==> config.mk <==
export PLATFORM = sky130hd
export DESIGN_NAME = mem_axi_lite_master
export DESIGN_NICKNAME = d
export VERILOG_FILES = /design/src/rtl/mem_axi_lite_master.sv
export SDC_FILE = /design/constraint.sdc
export NUM_CORES = 1
export LEC_CHECK = 0
export CAP_MARGIN = 20
export CORE_AREA = 4 4 210 212
export CTS_CLUSTER_SIZE = 10
export DETAILED_ROUTE_END_ITERATION = 6
export DIE_AREA = 0 0 214 216
export RECOVER_POWER = 100
export SLEW_MARGIN = 20
export SYNTH_ARGS = -nofsm -noshare
export SYNTH_HDL_FRONTEND = slang
export SYNTH_SLANG_ARGS = --single-unit
==> constraint.sdc <==
create_clock -name clk -period 2.1 [get_ports clk]
set_input_delay 0.525 -clock clk [delete_from_list [all_inputs] [get_ports clk]]
set_output_delay 0.525 -clock clk [all_outputs]
set_load 0.03 [all_outputs]
==> src/rtl/mem_axi_lite_master.sv <==
`default_nettype none
// ============================================================================
// mem_axi_lite_master
// Bridges core-side memory requests to an AXI4-Lite master port, one
// transaction outstanding at a time.
// Revision: 1.0
// ============================================================================
module mem_axi_lite_master #(
  parameter int C_M_AXI_DATA_WIDTH = 64,
  parameter int C_M_AXI_ADDR_WIDTH = 64
) (
  input  logic                            clk,
  input  logic                            rstn,
  // core side
  input  logic [C_M_AXI_ADDR_WIDTH-1:0]   mem_waddr,
  input  logic [C_M_AXI_DATA_WIDTH-1:0]   mem_wdata,
  input  logic [C_M_AXI_DATA_WIDTH/8-1:0] mem_wmask,
  input  logic                            mem_wen,
  input  logic [C_M_AXI_ADDR_WIDTH-1:0]   mem_raddr,
  input  logic                            mem_ren,
  output logic                            mem_wvalid,
  output logic [C_M_AXI_DATA_WIDTH-1:0]   mem_rdata,
  output logic                            mem_rvalid,
  // AXI4-Lite side
  output logic [C_M_AXI_ADDR_WIDTH-1:0]   axi_awaddr,
  output logic                            axi_awvalid,
  input  logic                            axi_awready,
  output logic [C_M_AXI_DATA_WIDTH-1:0]   axi_wdata,
  output logic [C_M_AXI_DATA_WIDTH/8-1:0] axi_wstrb,
  output logic                            axi_wvalid,
  input  logic                            axi_wready,
  input  logic [1:0]                      axi_bresp,
  input  logic                            axi_bvalid,
  output logic                            axi_bready,
  output logic [C_M_AXI_ADDR_WIDTH-1:0]   axi_araddr,
  output logic                            axi_arvalid,
  input  logic                            axi_arready,
  input  logic [C_M_AXI_DATA_WIDTH-1:0]   axi_rdata,
  input  logic [1:0]                      axi_rresp,
  input  logic                            axi_rvalid,
  output logic                            axi_rready,
  // status
  output logic                            resp_err,
  output logic [2:0]                      debug_state
);

  localparam int STRB_W = C_M_AXI_DATA_WIDTH / 8;

  localparam logic [2:0] IDLE  = 3'd0;
  localparam logic [2:0] WADDR = 3'd1;
  localparam logic [2:0] WRESP = 3'd2;
  localparam logic [2:0] WDONE = 3'd3;
  localparam logic [2:0] RADDR = 3'd4;
  localparam logic [2:0] RDATA = 3'd5;
  localparam logic [2:0] RDONE = 3'd6;

  logic [2:0]                    state_q, state_d;
  logic [C_M_AXI_ADDR_WIDTH-1:0] awaddr_q, awaddr_d;
  logic [C_M_AXI_DATA_WIDTH-1:0] wdata_q, wdata_d;
  logic [STRB_W-1:0]             wstrb_q, wstrb_d;
  logic [C_M_AXI_ADDR_WIDTH-1:0] araddr_q, araddr_d;
  logic [C_M_AXI_DATA_WIDTH-1:0] rdata_q, rdata_d;
  logic awvalid_q, awvalid_d, wvalid_q, wvalid_d, bready_q, bready_d;
  logic arvalid_q, arvalid_d, rready_q, rready_d;
  logic aw_done_q, aw_done_d, w_done_q, w_done_d;
  logic mem_wvalid_q, mem_wvalid_d, mem_rvalid_q, mem_rvalid_d;
  logic resp_err_q, resp_err_d;

  always_comb begin
    state_d      = state_q;
    awaddr_d     = awaddr_q;
    wdata_d      = wdata_q;
    wstrb_d      = wstrb_q;
    araddr_d     = araddr_q;
    rdata_d      = rdata_q;
    awvalid_d    = awvalid_q;
    wvalid_d     = wvalid_q;
    bready_d     = bready_q;
    arvalid_d    = arvalid_q;
    rready_d     = rready_q;
    aw_done_d    = aw_done_q;
    w_done_d     = w_done_q;
    mem_wvalid_d = mem_wvalid_q;
    mem_rvalid_d = mem_rvalid_q;
    resp_err_d   = 1'b0;

    case (state_q)
      IDLE: begin
        if (mem_wen) begin
          awaddr_d  = mem_waddr;
          wdata_d   = mem_wdata;
          wstrb_d   = mem_wmask;
          awvalid_d = 1'b1;
          wvalid_d  = 1'b1;
          aw_done_d = 1'b0;
          w_done_d  = 1'b0;
          state_d   = WADDR;
        end else if (mem_ren) begin
          araddr_d  = mem_raddr;
          arvalid_d = 1'b1;
          state_d   = RADDR;
        end
      end
      WADDR: begin
        // Response phase starts only once both registered done flags agree.
        if (aw_done_q && w_done_q) begin
          bready_d = 1'b1;
          state_d  = WRESP;
        end else begin
          if (awvalid_q && axi_awready) begin
            awvalid_d = 1'b0;
            aw_done_d = 1'b1;
          end
          if (wvalid_q && axi_wready) begin
            wvalid_d = 1'b0;
            w_done_d = 1'b1;
          end
        end
      end
      WRESP: begin
        if (axi_bvalid && bready_q) begin
          bready_d   = 1'b0;
          resp_err_d = |axi_bresp;
          state_d    = WDONE;
        end
      end
      WDONE: begin
        // Four-phase: completion is held until the core drops its enable.
        if (mem_wvalid_q && !mem_wen) begin
          mem_wvalid_d = 1'b0;
          state_d      = IDLE;
        end else begin
          mem_wvalid_d = 1'b1;
        end
      end
      RADDR: begin
        if (arvalid_q && axi_arready) begin
          arvalid_d = 1'b0;
          rready_d  = 1'b1;
          state_d   = RDATA;
        end
      end
      RDATA: begin
        if (axi_rvalid && rready_q) begin
          rdata_d    = axi_rdata;
          rready_d   = 1'b0;
          resp_err_d = |axi_rresp;
          state_d    = RDONE;
        end
      end
      RDONE: begin
        if (mem_rvalid_q && !mem_ren) begin
          mem_rvalid_d = 1'b0;
          state_d      = IDLE;
        end else begin
          mem_rvalid_d = 1'b1;
        end
      end
      default: state_d = IDLE;
    endcase
  end

  always_ff @(posedge clk or negedge rstn) begin
    if (!rstn) begin
      state_q      <= IDLE;
      awaddr_q     <= '0;
      wdata_q      <= '0;
      wstrb_q      <= '0;
      araddr_q     <= '0;
      rdata_q      <= '0;
      awvalid_q    <= 1'b0;
      wvalid_q     <= 1'b0;
      bready_q     <= 1'b0;
      arvalid_q    <= 1'b0;
      rready_q     <= 1'b0;
      aw_done_q    <= 1'b0;
      w_done_q     <= 1'b0;
      mem_wvalid_q <= 1'b0;
      mem_rvalid_q <= 1'b0;
      resp_err_q   <= 1'b0;
    end else begin
      state_q      <= state_d;
      awaddr_q     <= awaddr_d;
      wdata_q      <= wdata_d;
      wstrb_q      <= wstrb_d;
      araddr_q     <= araddr_d;
      rdata_q      <= rdata_d;
      awvalid_q    <= awvalid_d;
      wvalid_q     <= wvalid_d;
      bready_q     <= bready_d;
      arvalid_q    <= arvalid_d;
      rready_q     <= rready_d;
      aw_done_q    <= aw_done_d;
      w_done_q     <= w_done_d;
      mem_wvalid_q <= mem_wvalid_d;
      mem_rvalid_q <= mem_rvalid_d;
      resp_err_q   <= resp_err_d;
    end
  end

  assign axi_awaddr  = awaddr_q;
  assign axi_awvalid = awvalid_q;
  assign axi_wdata   = wdata_q;
  assign axi_wstrb   = wstrb_q;
  assign axi_wvalid  = wvalid_q;
  assign axi_bready  = bready_q;
  assign axi_araddr  = araddr_q;
  assign axi_arvalid = arvalid_q;
  assign axi_rready  = rready_q;
  assign mem_wvalid  = mem_wvalid_q;
  assign mem_rvalid  = mem_rvalid_q;
  assign mem_rdata   = rdata_q;
  assign resp_err    = resp_err_q;
  assign debug_state = state_q;

endmodule
`default_nettype wire

; ---- Word level (Yosys, flattened, before mapping)
; Cells that the tools add are included.
; Widths: inputs -> output; s select.
[classes]
n_eq_ne = 19
mux = 38
bitwise_logic = 1
reduce_logical = 26
[op_table]
columns = operator, n
row1 = $mux 3, 8
row2 = $ne 2x2->1 const B, 12
row3 = $mux 1, 21
row4 = $pmux 3 s7, 1
row5 = $pmux 1 s2, 8
row6 = $reduce_and 4->1, 3
row7 = $eq 3x3->1 const B, 3
row8 = $reduce_and 3->1, 3
row9 = $logic_and 1x1->1, 8
row10 = $reduce_bool 2->1, 4
row11 = $reduce_and 7->1, 1
row12 = $eq 3x2->1 const B, 2
row13 = $reduce_and 2->1, 2
row14 = $reduce_or 2->1, 2
row15 = $eq 3x1->1 const B, 1
row16 = $logic_not 3->1, 1
row17 = $ne 3x3->1 const B, 1
row18 = $logic_not 1->1, 2
row19 = $not 1->1, 1
[word_totals]
ff_bits = 277
input_bits = 277
output_inout_bits = 275
wordCells = 100

; ---- Depth between registers and ports, before layout
[depth]
ltp_word = 4
depth_mapped = 6
mapped_depth_nobuf = 4

; ---- Worst setup path after synthesis
; Ideal clock, no wire load.
[synth_timing]
kind = reg-to-reg
from = register state_q[2] (netlist: debug_state[2])
to = register wdata_q[38] (netlist: axi_wdata[38])
setup_time_ps = 125
arrival_time_ps = 1655
t_required_ps = 1975
slack_ps = 320
path_stages_with_launch = 6
path_buffers = 2
period_less_slack_ps = 1780
cell_sequence = dfrtp_1 nand2b_1 nor3_2 buf_2 buf_2 mux2_2
[synth_via]
elab_chain_cells = 2
[synth_lines]
columns = item, line_no
row1 = "start, declared", 57  ; logic [2:0] state_q, state_d;
row2 = "start signal, assigned", 182  ; state_q <= state_d;
row3 = $logic_not 3->1, 87  ; case (state_q)
row4 = $reduce_and 2->1 (no line), n/a
row5 = "end signal, assigned", 184  ; wdata_q <= wdata_d;
row6 = "end, declared", 59  ; logic [C_M_AXI_DATA_WIDTH-1:0] wdata_q, wdata_d;
; Every way passes these cells.
; A chain may end at the register's enable or synchronous reset.

; ---- Final worst setup path
[layout_timing]
from = register rdata_q[34] (netlist: mem_rdata[34])
to = output mem_rdata[34]
[layout_lines]
columns = item, line_no
row1 = "start, declared", 62  ; logic [C_M_AXI_DATA_WIDTH-1:0] rdata_q, rdata_d;
row2 = "start signal, assigned", 187  ; rdata_q <= rdata_d;
row3 = "end, declared", 22  ; output logic [C_M_AXI_DATA_WIDTH-1:0] mem_rdata,
; No word-level cell between the ends.

==> out/summary.log <==
INFO  run_status     run_status=completed
INFO  setup_path     worstReg2RegStart=debug_state[1]
INFO  timing         final_period_minus_worst_setup_slack=2047ps
INFO  layout         finalNetCount=1507
INFO  hold_path      min_path_cells=1
INFO  setup_path     critical_path.max_stage_delay=670ps
INFO  synth          synth_top_area_cells=sky130_fd_sc_hd__dfrtp_1, sky130_fd_sc_hd__mux2_2, sky130_fd_sc_hd__mux2_1
INFO  power_and_ir_drop power.density_cell_area=1591nW/um2
INFO  setup_path     ff2ff_setup_slack=120ps
INFO  hold_path      timing.hold.worst_endpoint=axi_araddr[57]
INFO  job            maxCapViolations=0
INFO  power_and_ir_drop post-layout-total-power=0.02745W
INFO  route          ant_nets=0
INFO  place          count_of_buffers_inserted_at_the_top_level_ports=551
INFO  grt            globalRouteTotalUtil=14.66%
INFO  grt            grt_overflow_total=0
INFO  timing         worst_tran_pin_value=798.5ps
INFO  clock_network  clock_latency=510ps
INFO  timing         timing_hold_violations_final=0
INFO  synth          synth-simple-area-share=1.701%
INFO  route          detail_route.wl_per_cell=19.43um
INFO  floorplanning  floorplan.initialDensity=24.91%
INFO  synth          ys_ff_latch=277
INFO  floorplanning  core_area=41950um2
INFO  setup_path     path_max_fanout=2
INFO  timing         post-route-period-util=97.46%
INFO  place          place_congestion=0.7834
INFO  synth          synth-xor-area-share=0%
INFO  synth          yosysMostFrequentCell=sky130_fd_sc_hd__dfrtp_1
INFO  clock_network  cts_sinks=277
INFO  synth          yosys_most_used_dff=sky130_fd_sc_hd__dfrtp_1
INFO  setup_path     timing.rr.end=mem_rdata[1]
INFO  route          avgViaCountPerCell=4.264
INFO  clock_network  cts.htree.levels=2
INFO  route          vias=7612
INFO  clock_network  ctsRootBufferMaster=sky130_fd_sc_hd__clkbuf_16
INFO  floorplanning  top_level_ports=552
INFO  place          place.detailed.instances=1731
INFO  setup_path     path_cells=clkdlybuf4s50_1
INFO  synth          synthesis.area=10450um2
INFO  synth          synth_area_per_cell=16.48um2
INFO  timing         report.final.slew_viol_count=0
INFO  synth          leading_area_contributor_after_synthesis=sky130_fd_sc_hd__dfrtp_1
INFO  setup_path     critPathKind=reg -> out
INFO  synth          portion_of_the_post_synthesis_area_used_by_sequential_elements=66.35%
INFO  timing         max-slew-margin-rel=46.77%
INFO  synth          synth-edff-count=0
INFO  layout         multiInputGateArea=3323um2
INFO  hold_path      hold_class=reg -> reg
INFO  route          first_pass_iters=4
INFO  synth          synth_compound_area_share=1.485%
INFO  route          remaining_design_rule_violation_count=0
INFO  power_and_ir_drop static-leakage-power=7.852nW
INFO  setup_path     critical_path.n_buffers_inverters=1
INFO  setup_path     cpLargestDelayFamily=buffers and inverters
INFO  synth          synth_top_family_by_area=multiplexers
INFO  timing         finalClockSkew=11.23ps
INFO  synth          synth_adder_area_share=0%
INFO  floorplanning  die_width=214um
INFO  setup_path     element_type_at_the_critical_path_start=register
INFO  synth          multiplexer_share_of_the_synthesized_area=28.56%
INFO  clock_network  clk_path_buf_depth=3
INFO  synth          synth_async_sr_flop_share=100.0%
INFO  layout         finish.utilization=41.13%
INFO  timing         finalSetupViolCount=0
INFO  grt            wire_length_of_the_first_global_routing_pass=53.05mm
INFO  clock_network  clock_pin_slew_worst_setup_and_hold_paths=50ps
INFO  setup_path     required=1570ps
INFO  synth          ys.warnings.count=0
INFO  layout         final_cells=1785
INFO  setup_path     r2r_cells=4
INFO  floorplanning  floorplan.die_area=46220um2
INFO  synth          post-synth-top-area-fraction=66.35%
INFO  floorplanning  die_h=216um
INFO  timing         grt_setup_unrepaired=no
INFO  route          detail_route.wirelength=34.68mm
INFO  setup_path     setup.worst_path.end_class=output port
INFO  setup_path     worst_setup_path_startpoint=mem_rdata[34]
INFO  place          dp.final_hpwl=27.01mm
INFO  setup_path     cp.arrival=1520ps
INFO  clock_network  clock_tree_from_tritoncts=built
INFO  floorplanning  fp-row-count=75
INFO  clock_network  post_cts_setup_buffer_count=0
INFO  synth          synthTopCellsByCount=sky130_fd_sc_hd__dfrtp_1, sky130_fd_sc_hd__mux2_2, sky130_fd_sc_hd__mux2_1
INFO  grt            antenna_violations_before_repair=0
INFO  synth          synth_nets=911
INFO  route          drt-initial-drc-count=252
INFO  clock_network  cts_buffers=35
INFO  hold_path      worst_hold_startpoint=axi_araddr[57]
INFO  grt            pin_count_of_the_biggest_net_entering_global_routing=53
INFO  layout         area_growth_syn_to_layout=65.13%
INFO  layout         filler_cell_count=4082
INFO  grt            grt_pass1_vias=8676
INFO  layout         final_layout_size_suffix_gt1_share=23.94%
INFO  power_and_ir_drop worst_ir_drop_vdd=957.4uV
INFO  setup_path     critPathSlowestCell=sky130_fd_sc_hd__clkdlybuf4s50_1
INFO  layout         layout.area.seq=6932um2
INFO  synth          post_synth_num_cell_types=28
INFO  synth          number_of_instances_in_the_synthesized_netlist=634
INFO  timing         achievable-frequency=0.4886GHz
registers in the layout, indices dropped and copies added (netlist names):
signal / count
w_done_q: 1
axi_wstrb: 8
axi_wdata: 64
mem_rdata: 64
resp_err: 1
aw_done_q: 1
mem_wvalid: 1
axi_awvalid: 1
axi_wvalid: 1
axi_rready: 1
axi_bready: 1
mem_rvalid: 1
axi_awaddr: 64
axi_araddr: 64
debug_state: 3
axi_arvalid: 1
through the flow:
step / setup WS (ps) / hold slack (ps) / instance area [um2] / TNS (ps)
after floorplan: 319.8 / 229.4 / 10450 / 0
after global placement: -317.1 / 469.6 / 16960 / -44860
after detailed placement: -334.0 / 477.9 / 16960 / -47000
after CTS: 0.2259 / 482.4 / 17690 / 0
after global routing: 0.1178 / 488.8 / 17250 / 0
final: 53.42 / 474.7 / 17250 / 0
layer usage:
metal  vias up  GRT usage [%]  routed length [um]
li1       3445              -                   -
met1      3763          15.82               12830
met2       352          25.80               17580
met3        52          6.315                3403
met4         0          5.187                 860
met5         -              0                   0
power breakdown:
group | internal (W) | switching [W] | total, W
clock | 0.00325 | 0.00215 | 0.00541
sequential | 0.00781 | 0.00126 | 0.00908
combinational | 0.00505 | 0.00792 | 0.0130
total | 0.0161 | 0.0113 | 0.0274
how the worst max path moves through the flow:
stage,to,slack (ps),cells past startpoint
after detailed placement,axi_awaddr[35],-330,6
after floorplan,axi_wdata[38],320,5
final,mem_rdata[34],50,1
after global routing,mem_rdata[24],0.1,1
after CTS,axi_wdata[34],0.2,1
after global placement,axi_wdata[52],-320,6
layout by cell type (no fill, tap or decap), drive strengths merged:
master,netlist,layout
a2bb2oi,1,1
a22oi,1,1
nand2b,3,3
o21a,1,1
o211ai,1,1
dfrtp,277,277
nand4,1,1
nor3,1,1
o211a,1,1
mux2,265,265
clkdlybuf4s50,0,280
nor2b,3,3
diode,0,1
nor2,7,7
dlygate4sd2,0,234
and4b,1,1
a21oi,3,3
inv,2,3
and2b,1,1
dlygate4sd3,0,1
clkbuf,3,112
nand2,11,11
or4,1,1
nand3,5,5
buf,29,15
nor4,1,1
o32ai,1,1
a31oi,6,6
a21o,5,5
o21ai,3,3
cell families after synthesis:
kind of cell | count (synthesis)
buf+inv | 34
mux | 265
compound gates | 23
flops | 277
simple gates | 35
layout make-up:
type | instances | share of cell area (%)
antenna | 1 | 0.01451
clock buffer | 51 | 5.788
clock inverter | 1 | 0.05077
inverter | 2 | 0.04352
multi-input combinational | 323 | 19.26
sequential | 277 | 40.18
tap | 539 | 3.909
timing repair buffer | 591 | 30.75
what timing repair did:
action	4_1_cts	5_1_grt
gates resized for setup	234	35
hold buffers	1	0
setup endpoints to repair	234	35
hold endpoints to repair	40	0
Power figures use the tool's default switching activity.
